### src/rtl/ysyx_mdu_pkg.sv
// Shared types and decode helpers for the M-extension multiply/divide unit.
package ysyx_mdu_pkg;

    localparam int unsigned MDU_XLEN_DEF = 32;

    typedef enum logic [2:0] {
        OP_MUL    = 3'd0,
        OP_MULH   = 3'd1,
        OP_MULHSU = 3'd2,
        OP_MULHU  = 3'd3,
        OP_DIV    = 3'd4,
        OP_DIVU   = 3'd5,
        OP_REM    = 3'd6,
        OP_REMU   = 3'd7
    } mdu_op_e;

    typedef enum logic [1:0] {
        ST_IDLE = 2'd0,
        ST_CALC = 2'd1,
        ST_DONE = 2'd2
    } mdu_state_e;

    function automatic logic is_div(mdu_op_e op);
        return op[2];
    endfunction

    function automatic logic is_rem(mdu_op_e op);
        return (op == OP_REM) || (op == OP_REMU);
    endfunction

    function automatic logic is_signed1(mdu_op_e op);
        return (op == OP_MULH) || (op == OP_MULHSU) || (op == OP_DIV) || (op == OP_REM);
    endfunction

    function automatic logic is_signed2(mdu_op_e op);
        return (op == OP_MULH) || (op == OP_DIV) || (op == OP_REM);
    endfunction

    function automatic logic want_high(mdu_op_e op);
        return !op[2] && (op != OP_MUL);
    endfunction

endpackage

### src/rtl/ysyx_mdu_iter.sv
// Iterative unsigned datapath: shift-add multiply or restoring divide, one bit per cycle.
module ysyx_mdu_iter #(
    parameter int unsigned XLEN  = 32,
    parameter int unsigned CNT_W = $clog2(XLEN)
) (
    input  logic                clk,
    input  logic                rst,
    input  logic                start_i,
    input  logic                div_i,
    input  logic                calc_i,
    input  logic [XLEN-1:0]     opa_i,
    input  logic [XLEN-1:0]     opb_i,
    output logic                last_c_o,
    output logic [2*XLEN-1:0]   acc_nxt_c_o
);
    localparam int unsigned DW = 2 * XLEN;

    logic [DW-1:0]    acc_q, acc_d;
    logic [XLEN-1:0]  b_q, b_d;
    logic             div_q, div_d;
    logic [CNT_W-1:0] cnt_q, cnt_d;
    logic [XLEN:0]    mul_sum;
    logic [XLEN:0]    div_diff;

    // acc holds {partial product, multiplier} or {remainder, dividend/quotient}
    always_comb begin
        acc_d    = acc_q;
        b_d      = b_q;
        div_d    = div_q;
        cnt_d    = cnt_q;
        mul_sum  = {1'b0, acc_q[DW-1:XLEN]} + (acc_q[0] ? {1'b0, b_q} : '0);
        div_diff = acc_q[DW-1:XLEN-1] - {1'b0, b_q};
        if (div_q) begin
            acc_nxt_c_o = div_diff[XLEN] ? {acc_q[DW-2:0], 1'b0}
                                         : {div_diff[XLEN-1:0], acc_q[XLEN-2:0], 1'b1};
        end else begin
            acc_nxt_c_o = {mul_sum, acc_q[XLEN-1:1]};
        end
        last_c_o = (cnt_q == '0);
        if (start_i) begin
            div_d = div_i;
            cnt_d = CNT_W'(XLEN - 1);
            b_d   = div_i ? opb_i : opa_i;
            acc_d = {{XLEN{1'b0}}, (div_i ? opa_i : opb_i)};
        end else if (calc_i) begin
            acc_d = acc_nxt_c_o;
            cnt_d = cnt_q - CNT_W'(1);
        end
    end

    always_ff @(posedge clk or posedge rst) begin
        if (rst) begin
            acc_q <= '0;
            b_q   <= '0;
            div_q <= 1'b0;
            cnt_q <= '0;
        end else begin
            acc_q <= acc_d;
            b_q   <= b_d;
            div_q <= div_d;
            cnt_q <= cnt_d;
        end
    end

endmodule

### src/rtl/ysyx_exu_mdu.sv
// RV M-extension multiply/divide unit with valid/ready handshake and flush.
// YSYX_MDU_FAST_MUL_EN: single-cycle combinational multiplier for MUL* ops.
module ysyx_exu_mdu
    import ysyx_mdu_pkg::*;
#(
    parameter int unsigned XLEN  = MDU_XLEN_DEF,
    parameter int unsigned CNT_W = $clog2(XLEN)
) (
    input  logic            clk,
    input  logic            rst,
    input  logic            prev_valid,
    output logic            ready_o,
    input  logic [2:0]      op,
    input  logic [XLEN-1:0] src1,
    input  logic [XLEN-1:0] src2,
    input  logic [3:0]      rd,
    input  logic            flush,
    output logic            valid_o,
    input  logic            next_ready,
    output logic [XLEN-1:0] result_o,
    output logic [3:0]      rd_o,
    output logic            busy_o
);
    localparam int unsigned DW = 2 * XLEN;
    localparam logic [XLEN-1:0] MIN_NEG = {1'b1, {(XLEN-1){1'b0}}};

    mdu_state_e      state_q, state_d;
    mdu_op_e         op_q, op_d, op_in;
    logic [3:0]      rd_q, rd_d;
    logic            neg_q, neg_d;
    logic [XLEN-1:0] result_q, result_d;
    logic            valid_q, busy_q;

    logic            s1, s2, acc_neg, accept, div_zero, div_ovf, special, fast, iter_start;
    logic [XLEN-1:0] mag1, mag2, special_res, fast_res, iter_res, iter_sel;
    logic            iter_last;
    logic [DW-1:0]   iter_acc, iter_full;

    assign ready_o  = (state_q == ST_IDLE) | ((state_q == ST_DONE) & next_ready);
    assign valid_o  = valid_q;
    assign busy_o   = busy_q;
    assign result_o = result_q;
    assign rd_o     = rd_q;

    // Operand decode, sign stripping and accept-time special cases
    always_comb begin
        op_in    = mdu_op_e'(op);
        s1       = is_signed1(op_in) & src1[XLEN-1];
        s2       = is_signed2(op_in) & src2[XLEN-1];
        mag1     = s1 ? -src1 : src1;
        mag2     = s2 ? -src2 : src2;
        acc_neg  = is_rem(op_in) ? s1 : (s1 ^ s2);
        accept   = prev_valid & ready_o & ~flush;
        div_zero = is_div(op_in) & (src2 == '0);
        div_ovf  = ((op_in == OP_DIV) | (op_in == OP_REM)) & (src1 == MIN_NEG) & (&src2);
        special  = div_zero | div_ovf;
        if (div_zero) begin
            special_res = is_rem(op_in) ? src1 : '1;
        end else begin
            special_res = (op_in == OP_DIV) ? src1 : '0;
        end
    end

`ifdef YSYX_MDU_FAST_MUL_EN
    logic [DW-1:0] fast_prod, fast_full;

    always_comb begin
        fast      = ~is_div(op_in);
        fast_prod = DW'(mag1) * DW'(mag2);
        fast_full = (s1 ^ s2) ? -fast_prod : fast_prod;
        fast_res  = want_high(op_in) ? fast_full[DW-1:XLEN] : fast_full[XLEN-1:0];
    end
`else
    assign fast     = 1'b0;
    assign fast_res = '0;
`endif

    assign iter_start = accept & ~special & ~fast;

    ysyx_mdu_iter #(
        .XLEN  (XLEN),
        .CNT_W (CNT_W)
    ) u_iter (
        .clk         (clk),
        .rst         (rst),
        .start_i     (iter_start),
        .div_i       (is_div(op_in)),
        .calc_i      (state_q == ST_CALC),
        .opa_i       (mag1),
        .opb_i       (mag2),
        .last_c_o    (iter_last),
        .acc_nxt_c_o (iter_acc)
    );

    // Re-apply sign to the unsigned iterative result
    always_comb begin
        iter_full = neg_q ? -iter_acc : iter_acc;
        iter_sel  = is_rem(op_q) ? iter_acc[DW-1:XLEN] : iter_acc[XLEN-1:0];
        if (is_div(op_q)) begin
            iter_res = neg_q ? -iter_sel : iter_sel;
        end else begin
            iter_res = want_high(op_q) ? iter_full[DW-1:XLEN] : iter_full[XLEN-1:0];
        end
    end

    always_comb begin
        state_d  = state_q;
        op_d     = op_q;
        rd_d     = rd_q;
        neg_d    = neg_q;
        result_d = result_q;
        case (state_q)
            ST_CALC: begin
                if (flush) begin
                    state_d = ST_IDLE;
                end else if (iter_last) begin
                    state_d  = ST_DONE;
                    result_d = (rd_q == '0) ? '0 : iter_res;
                end
            end
            ST_DONE: begin
                if (flush || next_ready) begin
                    state_d = ST_IDLE;
                end
            end
            default: ;
        endcase
        // Accept overrides the DONE->IDLE hand-off for back-to-back issue
        if (accept) begin
            op_d  = op_in;
            rd_d  = rd;
            neg_d = acc_neg;
            if (special || fast) begin
                state_d  = ST_DONE;
                result_d = (rd == '0) ? '0 : (special ? special_res : fast_res);
            end else begin
                state_d = ST_CALC;
            end
        end
    end

    always_ff @(posedge clk or posedge rst) begin
        if (rst) begin
            state_q  <= ST_IDLE;
            op_q     <= OP_MUL;
            rd_q     <= '0;
            neg_q    <= 1'b0;
            result_q <= '0;
            valid_q  <= 1'b0;
            busy_q   <= 1'b0;
        end else begin
            state_q  <= state_d;
            op_q     <= op_d;
            rd_q     <= rd_d;
            neg_q    <= neg_d;
            result_q <= result_d;
            valid_q  <= (state_d == ST_DONE);
            busy_q   <= (state_d == ST_CALC);
        end
    end

endmodule

### config.mk
export PLATFORM = sky130hd
export DESIGN_NAME = ysyx_exu_mdu
export DESIGN_NICKNAME = d
export VERILOG_FILES = /design/src/rtl/ysyx_mdu_pkg.sv /design/src/rtl/ysyx_mdu_iter.sv /design/src/rtl/ysyx_exu_mdu.sv
export SDC_FILE = /design/constraint.sdc
export NUM_CORES = 1
export LEC_CHECK = 0
export ABC_CLOCK_PERIOD_IN_PS = 5470
export CORE_ASPECT_RATIO = 0.8
export CORE_MARGIN = 1
export CORE_UTILIZATION = 56
export DETAILED_ROUTE_END_ITERATION = 8
export PLACE_DENSITY = 0.79
export SYNTH_ARGS = -nofsm -noshare
export SYNTH_HDL_FRONTEND = slang
export SYNTH_SLANG_ARGS = --single-unit
### constraint.sdc
create_clock -name clk -period 5.47 [get_ports clk]
set_input_delay 0.8205 -clock clk [delete_from_list [all_inputs] [get_ports clk]]
set_output_delay 0.8205 -clock clk [all_outputs]
set_load 0.05 [all_outputs]
==> results.txt <==
The pre-antenna-repair detailed-routing pass consisted of 9 iterations. The number of enable flip-flop cells after synthesis is 0. The checks that failed: design-rule violations. The prevailing post-synth register cell is sky130_fd_sc_hd__dfrtp_1.

The average instance area after synthesis came out at 7.13 sq um. The remaining routing DRC violations came out at 1. The worst slew slack as a fraction of its limit came out at 26.5%.

The flop-to-flop setup slack is 0.16 ns. The area taken by multi-input logic gates is 0.0135 sq mm. Counting stages on the worst path, the most repeated cell is sky130_fd_sc_hd__buf_4.

The final clock period utilization by the worst path came out at 97.0%. The depth of the worst register-to-register path came out at 17. The die covers 0.0329 sq mm. The remaining global-route overflow is 0. The share of flip-flops with an asynchronous set or reset after synthesis came out at 100%. The required time of the critical path is 5.82 ns. The final-report max-slew violation count is 0.

The number of buffers and inverters on the critical path came out at 3. Entering global routing, the biggest net connects 90 pins. Among all stages on the critical path, the largest delay is contributed by sky130_fd_sc_hd__or4_1. The antenna violation net count after detailed routing is 0. The CTS sink count came out at 146. In this run the worst setup path begins at u_iter.acc_q[58]$_DFFE_PP0P_. The synthesis-stage register bit count came out at 146. The initial antenna violation count came out at 2.

The final-report setup violation count is 0. Data on the critical path arrives at its endpoint at 5.66 ns. The detailed router finished its first iteration with 3984 violations.

The number of distinct library cells after synthesis is 103. The transition time at the pin with the least slew margin is 1.09 ns. Detailed placement finished with a half-perimeter wire length of 66.9 mm.

In this run the worst path has a maximum fanout of 10. The flip-flop and latch area is 0.00366 sq mm. The final number of hold-violating endpoints is 0.

The longest clock path from root to sink contains 2 buffers. The termination of the worst setup path is result_o[31]$_DFF_PP0_. The top achievable clock speed came out at 0.188 GHz.

The sequential area share after synthesis came out at 20.3%. The total I/O pin count is 115. The area growth from synthesis to layout is 16.9%. The aggregate global-route resource usage is 51.0%. The net count of the mapped netlist came out at 2681. The reported max-cap violation count came out at 0. The final weighted congestion of routability-driven global placement is 1.07. The CTS H-tree depth came out at 4.

The count of buffers inserted at the top-level ports is 114. The initial cell density of the core came out at 57.1%. The number of global-route vias before repair came out at 20300. Synthesis produced 2529 cells. The class of the most critical setup path is reg -> reg. The post-layout instance count excluding filler cells is 3103. Once routing completed, OpenROAD measured the worst setup slack at 0.164 ns. The root buffer cell chosen for the clock tree is sky130_fd_sc_hd__clkbuf_16. The maximum ir drop on the vdd rail came out at 0.586 mV. The shortest clock period the worst path allows after layout came out at 5.31 ns. The number of hold buffers added after CTS is 0. The TritonCTS clock tree is yes. The clock transition at the registers of the reported paths is 0.07 ns. Including well taps, the total number of placed cells is 3069.

The startpoint of the worst-slack reg-to-reg timing path is u_iter.acc_q[58]$_DFFE_PP0P_. The cell count along the critical path is 17. The path type of the worst min-delay path is reg -> reg. The total wire length after detailed routing is 85.6 mm. The placement-stage worst setup slack came out at 0.115 ns. The detailed-route vias per instance came out at 7.20. The vertical die dimension came out at 163 um. Buffers added to address setup during post-CTS repair amount to 0. The tightest hold path in the finished design has a slack of 0.507 ns. The share of cells above drive strength 1 is 10.6%. The kind of capture point of the worst setup path is a register.

The type of element launching the critical path is a register. The yosys synthesis warning count came out at 0. The clock skew after layout came out at 0.0157 ns. The first global-routing pass estimated 126 mm of wire. The site row count came out at 58. The routed wire length per instance is 27.6 um. Walking the worst path, the cells encountered are ha_1 > nand2_1 > o21ai_0 > o21bai_1 > o21ai_2 > nor3_2 > buf_4 > buf_4 > or4_1 > o31ai_1 > a211oi_1 > or4_1 > buf_4 > nor3_1 > and3_1 > mux2i_1 > o22ai_1. The maximum cell stage delay along the critical path came out at 0.79 ns. The filler cells instantiated in the layout total 2799. The run finished, with violations left. The synthesized cell area is 0.0180 sq mm.

The CTS buffer count came out at 17. The total negative slack for setup checks came out at 0 ns. The endpoint identified for the worst register-to-register timing path is result_o[31]$_DFF_PP0_. The clock network latency to the later pin of the worst-skew pair came out at 0.47 ns. The cell leakage power is 8.45 nW. The number of nets in the layout is 2820. Summing over every cut layer, the via total after detailed routing is 22300. Among cell families on the critical path, the largest total delay comes from simple AND/OR/NAND/NOR gates.

The core region is 0.0316 sq mm. Power spread over the standard cell area amounts to 806 mW/mm^2. The chip width is 203 um.
routing by layer:
metal | vias up | part of all wire, % | GRT usage (%)
met2 | 1874 | 39 | 69.3
met5 | - | 0.14 | 2.38
met1 | 10500 | 38 | 67.8
met3 | 383 | 17 | 21.4
met4 | 4 | 6.3 | 26.8
li1 | 9617 | - | -
metrics by stage:
step,utilization [%],instance area [sq um],power (mW)
5_1_grt,66.8,21100,17.6
3_5_place_dp,64.5,20400,14.7
2_1_floorplan,-,18100,10.0
3_3_place_gp,64.5,20400,14.6
4_1_cts,66.5,21000,16.1
6_report,66.8,21100,17.0
where the power goes:
part | switching (mW) | internal, mW
Sequential | 0.549 | 1.47
Combinational | 8.94 | 4.73
Clock | 0.577 | 0.734
worst register-to-register path, cell delays in order (launching register included):
cell and delay (ns):
sky130_fd_sc_hd__dfrtp_1 0.43, sky130_fd_sc_hd__ha_1 0.43, sky130_fd_sc_hd__nand2_1 0.08, sky130_fd_sc_hd__o21ai_0 0.41, sky130_fd_sc_hd__o21bai_1 0.19, sky130_fd_sc_hd__o21ai_2 0.40
sky130_fd_sc_hd__nor3_2 0.16, sky130_fd_sc_hd__buf_4 0.18, sky130_fd_sc_hd__buf_4 0.16, sky130_fd_sc_hd__or4_1 0.50, sky130_fd_sc_hd__o31ai_1 0.11, sky130_fd_sc_hd__a211oi_1 0.16
sky130_fd_sc_hd__or4_1 0.79, sky130_fd_sc_hd__buf_4 0.25, sky130_fd_sc_hd__nor3_1 0.28, sky130_fd_sc_hd__and3_1 0.35, sky130_fd_sc_hd__mux2i_1 0.22, sky130_fd_sc_hd__o22ai_1 0.10
kinds of logic after synthesis:
| logic type | count (synthesis) | synth area share (%) |
|---|---|---|
| and+or+nand+nor | 932 | 24.6 |
| AOI/OAI and AO/OA | 883 | 31.6 |
| buffers and inverters | 243 | 5.45 |
| xor gates and xnor gates | 165 | 8.01 |
| DFF | 146 | 20.3 |
| muxes | 84 | 4.76 |
| adders and majority gates | 76 | 5.35 |
timing repair:
action | 4_1_cts | 5_1_grt
endpoints found under the setup margin | 0 | 18
endpoints found under the hold margin | 0 | 0
resized for setup | 0 | 19
placed cells by master (no fill, tap or decap), types with 11 or more instances in the layout:
cell                              instances
sky130_fd_sc_hd__o21ai_0                226
sky130_fd_sc_hd__nor3_1                  70
sky130_fd_sc_hd__a211o_1                 11
sky130_fd_sc_hd__o21a_1                  11
sky130_fd_sc_hd__nor2b_1                 17
sky130_fd_sc_hd__nor4_1                  24
sky130_fd_sc_hd__inv_1                   75
sky130_fd_sc_hd__nand3_1                 56
sky130_fd_sc_hd__and2_1                  45
sky130_fd_sc_hd__nand2b_1                15
sky130_fd_sc_hd__buf_4                  167
sky130_fd_sc_hd__o211ai_1                56
sky130_fd_sc_hd__nor2_1                 247
sky130_fd_sc_hd__clkbuf_16               17
sky130_fd_sc_hd__o31ai_1                 32
sky130_fd_sc_hd__and3_1                  22
sky130_fd_sc_hd__clkdlybuf4s50_1        113
sky130_fd_sc_hd__mux2i_1                 70
sky130_fd_sc_hd__or3_1                   23
sky130_fd_sc_hd__o221ai_1                17
sky130_fd_sc_hd__a21oi_1                253
sky130_fd_sc_hd__a221oi_1                15
sky130_fd_sc_hd__a31oi_1                 26
sky130_fd_sc_hd__a211oi_1                39
sky130_fd_sc_hd__mux2_2                  13
sky130_fd_sc_hd__ha_1                    73
sky130_fd_sc_hd__or2_2                   12
sky130_fd_sc_hd__nand4_1                 43
sky130_fd_sc_hd__dfrtp_1                144
sky130_fd_sc_hd__xnor2_1                 96
sky130_fd_sc_hd__o41ai_1                 15
sky130_fd_sc_hd__xor2_1                  69
sky130_fd_sc_hd__a21o_1                  34
sky130_fd_sc_hd__nand2_1                293
synth_stat cells (all sizes together), types with 47 or more instances:
master | number | area share (%)
o21ai | 235 | 6.5
a21oi | 258 | 7.3
nand3 | 57 | 1.6
inv | 76 | 1.6
o211ai | 57 | 2.4
xor2 | 69 | 3.3
xnor2 | 96 | 4.7
ha | 74 | 5.1
mux2i | 70 | 3.9
dfrtp | 146 | 20
clkbuf | 119 | 2.5
nor3 | 75 | 2.1
nand2 | 295 | 6.2
nor2 | 251 | 5.3
and2 | 47 | 1.6
layout make-up:
cell class	instances	share of cell area, %
multi-input cells	2140	64.2
inverters	81	1.47
repair buffers	282	11.5
clock inverters	15	0.926
clock buffers	17	2.02
flip-flops and latches	146	17.4
well taps	420	2.49
diodes	2	0.0237
registers in the layout, summed over array words and instances (netlist names):
signal / flops
u_iter.cnt_q: 5
valid_o: 1
op_q: 3
u_iter.b_q: 32
state_q: 2
busy_o: 1
result_o: 32
u_iter.acc_q: 64
u_iter.div_q: 1
neg_q: 1
rd_o: 4
worst min-delay path by stage:
stage                               startpoint                          to  slack [ns]  cells after the start
global placement        result_o[13]$_DFF_PP0_      result_o[13]$_DFF_PP0_        0.48                      1
finish                   result_o[7]$_DFF_PP0_       result_o[7]$_DFF_PP0_        0.51                      2
CTS                      result_o[7]$_DFF_PP0_       result_o[7]$_DFF_PP0_        0.50                      2
floorplan           u_iter.b_q[13]$_DFFE_PP0P_  u_iter.b_q[13]$_DFFE_PP0P_        0.46                      2
detailed placement       result_o[7]$_DFF_PP0_       result_o[7]$_DFF_PP0_        0.48                      2
global route            result_o[10]$_DFF_PP0_      result_o[10]$_DFF_PP0_        0.52                      1
Power figures use the tool's default switching activity.
